===== config.mk =====
export PLATFORM = sky130hd
export DESIGN_NAME = freq_disp_ctrl
export DESIGN_NICKNAME = d
export VERILOG_FILES = /design/src/rtl/dds_disp_pkg.sv /design/src/rtl/bcd_shift3_step.sv /design/src/rtl/freq_disp_ctrl.sv
export SDC_FILE = /design/constraint.sdc
export NUM_CORES = 1
export LEC_CHECK = 0
export BUFFER_PORTS_ARGS = -buffer_cell sky130_fd_sc_hd__buf_2
export CAP_MARGIN = 20
export CORE_ASPECT_RATIO = 0.6
export CORE_UTILIZATION = 30
export CTS_CLUSTER_SIZE = 24
export DETAILED_ROUTE_END_ITERATION = 10
export PLACE_DENSITY = 0.51
export SYNTH_ARGS = -nofsm -noshare
export SYNTH_HDL_FRONTEND = slang
export SYNTH_SLANG_ARGS = --single-unit

===== constraint.sdc =====
create_clock -name clk -period 1.82 [get_ports clk]
set_input_delay 0.273 -clock clk [delete_from_list [all_inputs] [get_ports clk]]
set_output_delay 0.273 -clock clk [all_outputs]
set_load 0.05 [all_outputs]

===== src/rtl/dds_disp_pkg.sv =====
// Shared definitions for the DDS frequency readout: segment patterns,
// sequencer states and the digit-to-segment encoder.
package dds_disp_pkg;

    localparam int OP_W  = 10;
    localparam int BCD_W = 12;

    // gfedcba, active-low
    localparam logic [6:0] SEG_0     = 7'b1000000;
    localparam logic [6:0] SEG_1     = 7'b1111001;
    localparam logic [6:0] SEG_2     = 7'b0100100;
    localparam logic [6:0] SEG_3     = 7'b0110000;
    localparam logic [6:0] SEG_4     = 7'b0011001;
    localparam logic [6:0] SEG_5     = 7'b0010010;
    localparam logic [6:0] SEG_6     = 7'b0000010;
    localparam logic [6:0] SEG_7     = 7'b1111000;
    localparam logic [6:0] SEG_8     = 7'b0000000;
    localparam logic [6:0] SEG_9     = 7'b0010000;
    localparam logic [6:0] SEG_BLANK = 7'b1111111;

    typedef enum logic [1:0] {IDLE, CONV, UPD} state_t;

    function automatic logic [6:0] seg_encode(input logic [3:0] d);
        case (d)
            4'd0:    return SEG_0;
            4'd1:    return SEG_1;
            4'd2:    return SEG_2;
            4'd3:    return SEG_3;
            4'd4:    return SEG_4;
            4'd5:    return SEG_5;
            4'd6:    return SEG_6;
            4'd7:    return SEG_7;
            4'd8:    return SEG_8;
            4'd9:    return SEG_9;
            default: return SEG_BLANK;
        endcase
    endfunction

endpackage


===== src/rtl/bcd_shift3_step.sv =====
// One double-dabble iteration: add 3 to every BCD nibble >= 5, then shift
// the concatenated {bcd, operand} left by one bit.
module bcd_shift3_step
    import dds_disp_pkg::*;
(
    input  logic [BCD_W-1:0] bcd,
    input  logic [OP_W-1:0]  op,
    output logic [BCD_W-1:0] bcd_nx,
    output logic [OP_W-1:0]  op_nx
);

    logic [BCD_W-1:0] adj;
    logic             unused_msb;

    always_comb begin
        adj = bcd;
        for (int i = 0; i < BCD_W / 4; i++) begin
            if (bcd[4*i +: 4] >= 4'd5) begin
                adj[4*i +: 4] = bcd[4*i +: 4] + 4'd3;
            end
        end
    end

    // Top BCD bit can never be set for a 3-digit result; it falls off the shift.
    assign unused_msb      = adj[BCD_W-1];
    assign {bcd_nx, op_nx} = {adj[BCD_W-2:0], op, 1'b0};

endmodule


===== src/rtl/freq_disp_ctrl.sv =====
// Frequency readout sequencer: scales the key word, converts it to BCD one
// bit per clock and updates the registered 7-segment digit outputs.
module freq_disp_ctrl
    import dds_disp_pkg::*;
#(
    parameter int KEY_W     = 9,
    parameter int DIV_SHIFT = 4,
    parameter int LZB       = 0
) (
    input  logic             clk,
    input  logic             rst,
    input  logic [KEY_W-1:0] keyin,
    input  logic             force_conv,
    output logic [6:0]       hundr,
    output logic [6:0]       dec,
    output logic [6:0]       uni,
    output logic [6:0]       ge,
    output logic             busy,
    output logic             upd
);

    localparam int CNT_W = $clog2(KEY_W + 1);
    // Operand is left-aligned so exactly KEY_W shifts move every value bit into the BCD field.
    localparam int ALIGN = OP_W - KEY_W;
    localparam logic [6:0] LEAD_RST = (LZB != 0) ? SEG_BLANK : SEG_0;

    state_t           state, state_nx;
    logic [KEY_W-1:0] shadow;
    logic [CNT_W-1:0] cnt;
    logic [OP_W-1:0]  op, op_nx;
    logic [BCD_W-1:0] bcd, bcd_nx;
    logic             trig, last;
    logic [3:0]       dig_h, dig_t, dig_u;
    logic             blank_h, blank_t;

    assign trig = (keyin != shadow) || force_conv;
    assign last = (cnt == CNT_W'(KEY_W - 1));
    assign busy = (state != IDLE);
    assign ge   = SEG_0;

    assign dig_h   = bcd[11:8];
    assign dig_t   = bcd[7:4];
    assign dig_u   = bcd[3:0];
    assign blank_h = (LZB != 0) && (dig_h == 4'd0);
    assign blank_t = blank_h && (dig_t == 4'd0);

    bcd_shift3_step u_step (
        .bcd    (bcd),
        .op     (op),
        .bcd_nx (bcd_nx),
        .op_nx  (op_nx)
    );

    always_comb begin
        state_nx = state;
        case (state)
            IDLE:    if (trig) state_nx = CONV;
            CONV:    if (last) state_nx = UPD;
            UPD:     state_nx = IDLE;
            default: state_nx = IDLE;
        endcase
    end

    // Control and displayed outputs
    always_ff @(posedge clk or posedge rst) begin
        if (rst) begin
            state  <= IDLE;
            shadow <= '0;
            cnt    <= '0;
            upd    <= 1'b0;
            hundr  <= LEAD_RST;
            dec    <= LEAD_RST;
            uni    <= SEG_0;
        end else begin
            state <= state_nx;
            upd   <= (state == UPD);
            case (state)
                IDLE: begin
                    if (trig) begin
                        shadow <= keyin;
                        cnt    <= '0;
                    end
                end
                CONV: cnt <= cnt + 1'b1;
                UPD: begin
                    hundr <= blank_h ? SEG_BLANK : seg_encode(dig_h);
                    dec   <= blank_t ? SEG_BLANK : seg_encode(dig_t);
                    uni   <= seg_encode(dig_u);
                end
                default: ;
            endcase
        end
    end

    // Conversion datapath
    always_ff @(posedge clk) begin
        if (state == IDLE && trig) begin
            op  <= OP_W'(keyin >> DIV_SHIFT) << ALIGN;
            bcd <= '0;
        end else if (state == CONV) begin
            op  <= op_nx;
            bcd <= bcd_nx;
        end
    end

endmodule

==> results_dict.tcl, run 1 <==
set metrics [dict create \
    final_common_cell "nand2_1" \
    synth_top_family_by_area "simple AND/OR/NAND/NOR gates" \
    highest_layer "met4" \
    stdcell_count 508 \
    wl_met1_um 3150 \
    synth_area_leaders "dfrtp_1 27%, dfxtp_1 10%, ha_1 8.1%" \
    wl_per_cell_um 11.7 \
    multi_input_area_um2 1520 \
    synthMuxAreaShare 0.0670 \
    grt_first_pass_wirelength_um 10200 \
    areaGrowthSynthToFinish_pct 20.9 \
    regArea_um2 1400 \
    root_buffer "clkbuf_16" \
    row_count 28 \
    worst-setup-path-type "reg -> reg" \
    htree_num_levels 3 \
    clk_path_buf_depth 2 \
    cts.repair.resized 0 \
    start_kind "register" \
    yosysTopAreaCellShare 0.274 \
    slowest_stage "dfrtp_1" \
    grt_pass1_vias 2105 \
    async_flop_share 0.638 \
    dr_wl_met2_um 2400 \
    dr_total_vias 2213 \
    track_usage 0.124 \
    io_buffers 34 \
    drv_slew 0 \
    synth_top_area_cell "dfrtp_1" \
    die_y_um 80.7 \
    io_pins 42 \
    synthXorXnorAreaFrac 0.0480 \
    drive_gt1_frac 0.252 \
    synth_compound_area_frac 0.135 \
    p_per_area_nw_per_um2 2150 \
    fin_crit_sh 0.937 \
    worst_hold_slack_ns 0.0547 \
    crit_family "simple AND/OR/NAND/NOR gates" \
    syn_inst 325 \
    grt_max_degree 38 \
    diodes 0 \
    p_leak_uw 0.00170 \
    cp.arrival_ns 1.78 \
    cts_tree "built" \
    die_w_um 133 \
    skew_ns 0.00488 \
    routed_wl_um 5920 \
    fmax_mhz 586 \
    met3_length_um 287 \
    cts_hold_buffers 0 \
    cts_setup_buffers 0 \
    cp_max_fo 9 \
    nNetsFinal 400 \
    ir_drop_mv 0.765 \
    critPathRequiredTime_ns 1.89 \
    final_cell_mix "48 x nand2_1, 34 x dfrtp_1, 34 x buf_2" \
    fill_cells 1011 \
    numCtsBuffers 9 \
    gp_congestion 0.727 \
    coreArea_um2 9950 \
    ys.flop_type "dfrtp_1" \
    drc_errors 0 \
    ys_warn_count 0 \
    place_hpwl_um 4210 \
    syn_avg_cell_area_um2 9.54 \
    cts.clk_slew.worst_paths_ns 0.05 \
    die_area_um2 10800 \
    grt_antenna_before_repair 0 \
    rsz0062_at_grt "no" \
    cp-end-kind "register" \
    hold_path.class "in -> async" \
    cts.sinks 58 \
    maxCapViolCount 0 \
    cp_cell_sequence "xnor2_2 > nand4_1 > nor3_2 > a21oi_4 > or2_2" \
    finalHoldViolations 0 \
    status "complete, no violations" \
    period_needed_ns 1.71 \
    drtIter0Drc 102 \
    viasPerCell 4.36 \
    yosysSeqAreaShare 0.452 \
    synth-adder-area-share 0.0807 \
    worst-path-buf-inv 0 \
    synth_edf_count 5 \
    ant_nets 0 \
    gr-total-overflow 0 \
    synthSimpleGateAreaFrac 0.148 \
    ys_ff_latch 58 \
    synthDistinctLibCells 40 \
    setup_violations 0 \
    syn_area_um2 3100 \
    dp_cells 492 \
    initial_core_util 0.312 \
    insertion_delay_ns 0.33 \
    slowest_delay_ns 0.40 \
    first_pass_iters 4 \
    r2r_slack_ns 0.11 \
]
synthesized netlist by cell type (2+ instances only):
cell type / number
nor3_2: 5
xnor2_1: 9
o22ai_1: 7
mux2_4: 2
nand2_1: 48
a21oi_1: 28
dfrtp_1: 34
buf_4: 10
inv_1: 19
dfstp_2: 3
and3_1: 2
ha_1: 20
nor3_1: 7
mux2i_1: 2
conb_1: 2
o21ai_0: 26
clkbuf_1: 5
nand2b_1: 8
buf_2: 6
o31ai_1: 8
edfxtp_1: 5
xor2_1: 8
mux2_2: 14
dfxtp_1: 16
nor2_1: 16
metrics by stage:
step                      worst slack, ns   util  setup TNS [ns]  cell area, µm²  total power, µW
final                               0.115  0.377               0            3750             8080
after global routing               0.0284  0.377               0            3750             8760
after CTS                          0.0693  0.376               0            3740             8180
after detailed placement           0.0819  0.346               0            3440             6450
after global placement             0.0847  0.346               0            3440             6390
after floorplan                   -0.0231      -         -0.0461            3120             5550
power breakdown:
part | switching [µW] | internal (µW) | total [µW]
logic | 2500 | 1500 | 4000
registers | 442 | 1970 | 2410
clock network | 563 | 1100 | 1670
cell type report:
| type | count | share of cell area |
|---|---|---|
| multi-input combinational | 230 | 0.404 |
| timing repair buffer | 50 | 0.0774 |
| clock buffer | 15 | 0.0794 |
| tap | 135 | 0.0450 |
| clock inverter | 1 | 0.00133 |
| inverter | 19 | 0.0190 |
| sequential | 58 | 0.373 |
worst min-delay path, stage by stage:
cell and delay (ns):
buf_2 0.09, inv_1 0.04, buf_4 0.42
final timing paths:
kind / start / endpoint / cells after the start
hold / removal: rst / shadow[0]$_DFFE_PP0P_ / 3
min in group clk: keyin[0] / shadow[0]$_DFFE_PP0P_ / 2
setup reg to reg: shadow[4]$_DFFE_PP0P_ / op[3]$_DFFE_PP_ / 5
max in group asynchronous: rst / uni[6]$_DFFE_PP1P_ / 3
hold reg to reg: op[7]$_SDFFE_PP0P_ / op[7]$_SDFFE_PP0P_ / 2
setup / recovery: shadow[4]$_DFFE_PP0P_ / op[3]$_DFFE_PP_ / 5
routing by layer:
metal | vias up | GRT usage
met5 | - | 0
met3 | 8 | 0.0512
met4 | 0 | 0.0580
met2 | 29 | 0.178
met1 | 1003 | 0.162
li1 | 1173 | -
state kept, by name (all words and copies together), names as in the netlist:
name / count
bcd: 12
state: 2
shadow: 9
op: 9
dec: 7
hundr: 7
uni: 7
upd: 1
cnt: 4
cells by family after synthesis:
logic type / after synthesis
buffers and inverters: 42
XOR/XNOR: 17
AND/OR/NAND/NOR: 94
other: 2
multiplexers: 18
flip-flops: 58
AO/OA/AOI/OAI: 74
adder cells (fa/ha/maj): 20
No activity file was read; power rests on OpenSTA's default activity.
==> run 2, diff against run 1 <==
--- a/config.mk
+++ b/config.mk
@@ -8,10 +8,10 @@
 export BUFFER_PORTS_ARGS = -buffer_cell sky130_fd_sc_hd__buf_2
 export CAP_MARGIN = 20
 export CORE_ASPECT_RATIO = 0.6
-export CORE_UTILIZATION = 30
+export CORE_UTILIZATION = 45
 export CTS_CLUSTER_SIZE = 24
 export DETAILED_ROUTE_END_ITERATION = 10
-export PLACE_DENSITY = 0.51
+export PLACE_DENSITY = 0.69
 export SYNTH_ARGS = -nofsm -noshare
 export SYNTH_HDL_FRONTEND = slang
 export SYNTH_SLANG_ARGS = --single-unit
==> run 2 against run 1 <==
Against the previous run:
- combinational power shrank 2%
- sequential power grew 2%
- critical path depth is the same
- highest routed layer unchanged
==> results_dict.tcl, run 2 (same netlist as run 1, synthesis figures left out) <==
set metrics [dict create \
    met2_usage 0.269 \
    place_hpwl_um 3990 \
    stdcell_count 458 \
    nNetsFinal 398 \
    row_count 23 \
    drc_errors 0 \
    rsz0062_at_grt "no" \
    cp_max_fo 9 \
    start_kind "register" \
    drive_gt1_frac 0.251 \
    maxCapViolCount 0 \
    root_buffer "clkbuf_16" \
    p_leak_uw 0.00166 \
    drtIter0Drc 153 \
    skew_ns 0.00758 \
    cts.clk_slew.worst_paths_ns 0.06 \
    cp_cell_sequence "xnor2_2 > nand4_1 > nor3_2 > a21oi_4 > or2_2" \
    dr_total_vias 2298 \
    critPathRequiredTime_ns 1.89 \
    routed_wl_um 5880 \
    initial_core_util 0.464 \
    grt_use_met1 0.245 \
    status "complete, no violations" \
    slowest_stage "dfrtp_1" \
    period_needed_ns 1.68 \
    numCtsBuffers 9 \
    die_area_um2 7240 \
    cts_hold_buffers 0 \
    dp_cells 442 \
    final_common_cell "nand2_1" \
    cp.arrival_ns 1.75 \
    cp-end-kind "register" \
    busiest_layer "met2" \
    grt_pass1_vias 2100 \
    die_w_um 109 \
    largest-register "bcd" \
    hold_path.class "in -> async" \
    grt_first_pass_wirelength_um 9940 \
    fin_crit_sh 0.925 \
    wl_per_cell_um 12.8 \
    worst_hold_slack_ns 0.0588 \
    clk_path_buf_depth 2 \
    ir_drop_mv 1.12 \
    insertion_delay_ns 0.33 \
    drv_slew 0 \
    top_regs "bcd (12), op (9), shadow (9)" \
    final_cell_mix "48 x nand2_1, 34 x dfrtp_1, 34 x buf_2" \
    setup_violations 0 \
    p_per_area_nw_per_um2 2180 \
    io_buffers 34 \
    grt_max_degree 38 \
    cts_setup_buffers 0 \
    gp_congestion 0.874 \
    slowest_delay_ns 0.41 \
    areaGrowthSynthToFinish_pct 17.8 \
    fmax_mhz 594 \
    viasPerCell 5.02 \
    reg2reg_from "shadow[4]$_DFFE_PP0P_" \
    die_y_um 66.3 \
    finalHoldViolations 0 \
    met3_usage 0.0591 \
    cts.repair.resized 0 \
    first_pass_iters 4 \
    grt_antenna_before_repair 0 \
    io_pins 42 \
    startpoint "shadow[4]$_DFFE_PP0P_" \
    tns_ns 0 \
    track_usage 0.182 \
    cts.sinks 58 \
    diodes 0 \
    htree_num_levels 3 \
    largest_reg_flops 12 \
    cts_tree "built" \
    coreArea_um2 6680 \
    gr-total-overflow 0 \
    ant_nets 0 \
    p_total_uw 7970 \
    worst-setup-path-type "reg -> reg" \
]
-- run 2: cell types whose count changed in the layout (fill, tap and decap cells not counted), sizes merged --
cell      change
buf           -2
clkinv        +2
clkbuf        -6
clkinvlp      +4
-- run 2: worst max-delay path: cells and delay by family, from the launching register on --
kind | cells | cell delay, ns
AND/OR/NAND/NOR | 3 | 0.69
flip-flops | 1 | 0.41
XOR/XNOR | 1 | 0.19
AO/OA/AOI/OAI | 1 | 0.14
-- run 2: path summary, 6_finish.rpt --
kind	endpoint	slack [ns]	cells after the start
max in group asynchronous	hundr[6]$_DFFE_PP1P_	1.40	3
max	op[5]$_DFFE_PP_	0.14	5
max reg2reg	op[5]$_DFFE_PP_	0.14	5
min in group clk	shadow[1]$_DFFE_PP0P_	0.20	2
min reg2reg	op[9]$_SDFFE_PP0P_	0.46	2
min	shadow[3]$_DFFE_PP0P_	0.06	3
-- run 2: report_power, final --
part           leakage [µW]  switching [µW]  total (µW)  internal (µW)
Sequential         0.000628             502        2470           1970
Combinational      0.000906            2460        3940           1470
Clock              0.000124             631        1560            925
Total               0.00166            3600        7970           4370
-- run 2: routing by layer --
metal,part of all wire,routed length (µm)
met1,0.52,3050
met2,0.42,2490
met3,0.042,244
met4,0.015,91
met5,0,0
-- run 2: final cells by class --
| class | instances | area [µm²] |
|---|---|---|
| clock buffer | 9 | 225 |
| sequential | 58 | 1400 |
| inverter | 19 | 71.3 |
| fill | 591 | 3020 |
| timing repair buffer | 48 | 275 |
| tap | 87 | 109 |
| clock inverter | 7 | 56.3 |
| multi-input combinational | 230 | 1520 |
-- run 2: per-stage QoR --
step	util	cell area (µm²)	worst slack [ns]
detailed placement	0.504	3360	0.113
global route	0.547	3650	0.0427
finish	0.547	3650	0.137
floorplan	-	3120	-0.0231
global placement	0.504	3360	0.129
CTS	0.546	3650	0.0895
==> run 3, diff against run 2 <==
--- a/config.mk
+++ b/config.mk
@@ -7,11 +7,11 @@
 export LEC_CHECK = 0
 export BUFFER_PORTS_ARGS = -buffer_cell sky130_fd_sc_hd__buf_2
 export CAP_MARGIN = 20
-export CORE_ASPECT_RATIO = 0.6
-export CORE_UTILIZATION = 45
+export CORE_UTILIZATION = 57
 export CTS_CLUSTER_SIZE = 24
 export DETAILED_ROUTE_END_ITERATION = 10
-export PLACE_DENSITY = 0.69
+export PLACE_DENSITY = 0.83
 export SYNTH_ARGS = -nofsm -noshare
 export SYNTH_HDL_FRONTEND = slang
 export SYNTH_SLANG_ARGS = --single-unit
+export TNS_END_PERCENT = 50
==> run 3 against run 2 <==
Against the previous run:
- core utilization is 12 points higher
- global-route usage is 2.8 points higher
- critical path depth is 1 lower
- non-clock buffer count is 4 lower
- hold slack worse by 0.026 ns
- first-iteration DRC count stayed put
- sequential share of layout area is 2.0 points higher
- wire length is 9.7% lower
- cell area is 4.9% lower
- final cell count is 4.6% lower
- fmax is 0.51% lower
- flip-flop and latch count stayed put
- largest cell class unchanged
==> results_dict.tcl, run 3 (same netlist as run 1, synthesis figures left out) <==
set metrics [dict create \
    cts.sinks 58 \
    crit_family "simple AND/OR/NAND/NOR gates" \
    cp_cell_sequence "xor2_1 > nor4_4 > a21oi_4 > or2_2" \
    slowest_stage "dfrtp_1" \
    maxCapViolCount 0 \
    grt_antenna_before_repair 0 \
    skew_ns 0.00874 \
    multi_input_area_um2 1510 \
    drc_errors 0 \
    root_buffer "clkbuf_8" \
    final_cell_mix "48 x nand2_1, 34 x dfrtp_1, 34 x buf_2" \
    place_hpwl_um 3750 \
    slowest_delay_ns 0.40 \
    final_common_cell "nand2_1" \
    startpoint "shadow[5]$_DFFE_PP0P_" \
    gp_congestion 0.836 \
    die_w_um 75.8 \
    regArea_um2 1400 \
    r2r.worst_path.cells 4 \
    r2r_end "op[4]$_DFFE_PP_" \
    r2r_slack_ns 0.13 \
    worst-setup-path-type "reg -> reg" \
    worst-path-buf-inv 0 \
    coreArea_um2 5170 \
    htree_num_levels 3 \
    grt_pass1_vias 2063 \
    reg2reg_from "shadow[5]$_DFFE_PP0P_" \
    drtIter0Drc 153 \
    hold_path.class "in -> async" \
    clk_path_buf_depth 2 \
    gr-total-overflow 0 \
    grt_first_pass_wirelength_um 8830 \
    io_pins 42 \
    top_regs "bcd (12), op (9), shadow (9)" \
    cts.repair.resized 0 \
    routed_wl_um 5310 \
    rsz0062_at_grt "no" \
    grt_max_degree 38 \
    cts_hold_buffers 0 \
    drv_slew 0 \
    status "complete, no violations" \
    insertion_delay_ns 0.34 \
    critPathRequiredTime_ns 1.90 \
    fmax_mhz 591 \
    setup_violations 0 \
    wl_per_cell_um 12.1 \
    cts.clk_slew.worst_paths_ns 0.06 \
    row_count 26 \
    ant_nets 0 \
    cp.depth 4 \
    initial_core_util 0.599 \
    fill_cells 380 \
    finalHoldViolations 0 \
    dr_total_vias 2270 \
    cts_tree "built" \
    largest_reg_flops 12 \
    cp.arrival_ns 1.77 \
    cts_setup_buffers 0 \
    cp-end-kind "register" \
    viasPerCell 5.19 \
    die_y_um 75.8 \
    post_dp_cell_area_um2 3310 \
    numCtsBuffers 9 \
    design_area_um2 3470 \
    start_kind "register" \
    areaGrowthSynthToFinish_pct 12.0 \
    diodes 0 \
    nNetsFinal 394 \
    period_needed_ns 1.69 \
    die_area_um2 5740 \
    fin_crit_sh 0.930 \
    drive_gt1_frac 0.223 \
    io_buffers 34 \
    first_pass_iters 4 \
    track_usage 0.210 \
    largest-register "bcd" \
    cp_max_fo 8 \
]
run 3: changes by cell type in the layout (fill, tap and decap cells not counted), sizes merged:
| cell | previous run | this run |
|---|---|---|
| clkinv | 3 | 0 |
| clkbuf | 9 | 16 |
| buf | 48 | 44 |
| clkinvlp | 4 | 0 |
run 3: metal layers:
layer,global-route usage,share of wire,up-vias
met4,0.111,0.019,0
met5,0,0,-
li1,-,-,1157
met3,0.0635,0.031,9
met1,0.252,0.48,1055
met2,0.339,0.47,49
run 3: per-stage QoR:
stage / util / hold WS [ns] / setup TNS [ns] / setup WS, ns / std cells
after floorplan: - / 0.425 / -0.0461 / -0.0231 / 330
after global placement: 0.641 / 0.396 / 0 / 0.207 / 421
after detailed placement: 0.641 / 0.403 / 0 / 0.151 / 421
after CTS: 0.672 / 0.0377 / 0 / 0.125 / 437
after global routing: 0.672 / 0.0934 / 0 / 0.0449 / 437
final: 0.672 / 0.0326 / 0 / 0.128 / 437
run 3: worst reg2reg max path: stages (launching register included):
cell	delay, ns
dfrtp_1	0.40
xor2_1	0.20
nor4_4	0.33
a21oi_4	0.15
or2_2	0.36
run 3: layout make-up:
type                    count  area share
inverters                  19      0.0205
multi-input cells         230       0.434
flip-flops and latches     58       0.403
clock buffers              16      0.0461
repair buffers             44      0.0706
well taps                  70      0.0252
run 3: how the worst max path moves through the flow:
stage                       to  slack (ns)
3_5_place_dp   op[5]$_DFFE_PP_        0.15
3_3_place_gp   op[3]$_DFFE_PP_        0.21
6_report       op[4]$_DFFE_PP_        0.13
2_1_floorplan  op[2]$_DFFE_PP_       -0.02
4_1_cts        op[5]$_DFFE_PP_        0.13
5_1_grt        op[5]$_DFFE_PP_        0.04
Power of run 3 is not shown: default switching activity piles up to over one toggle a cycle in this logic, so the estimate is an artifact.
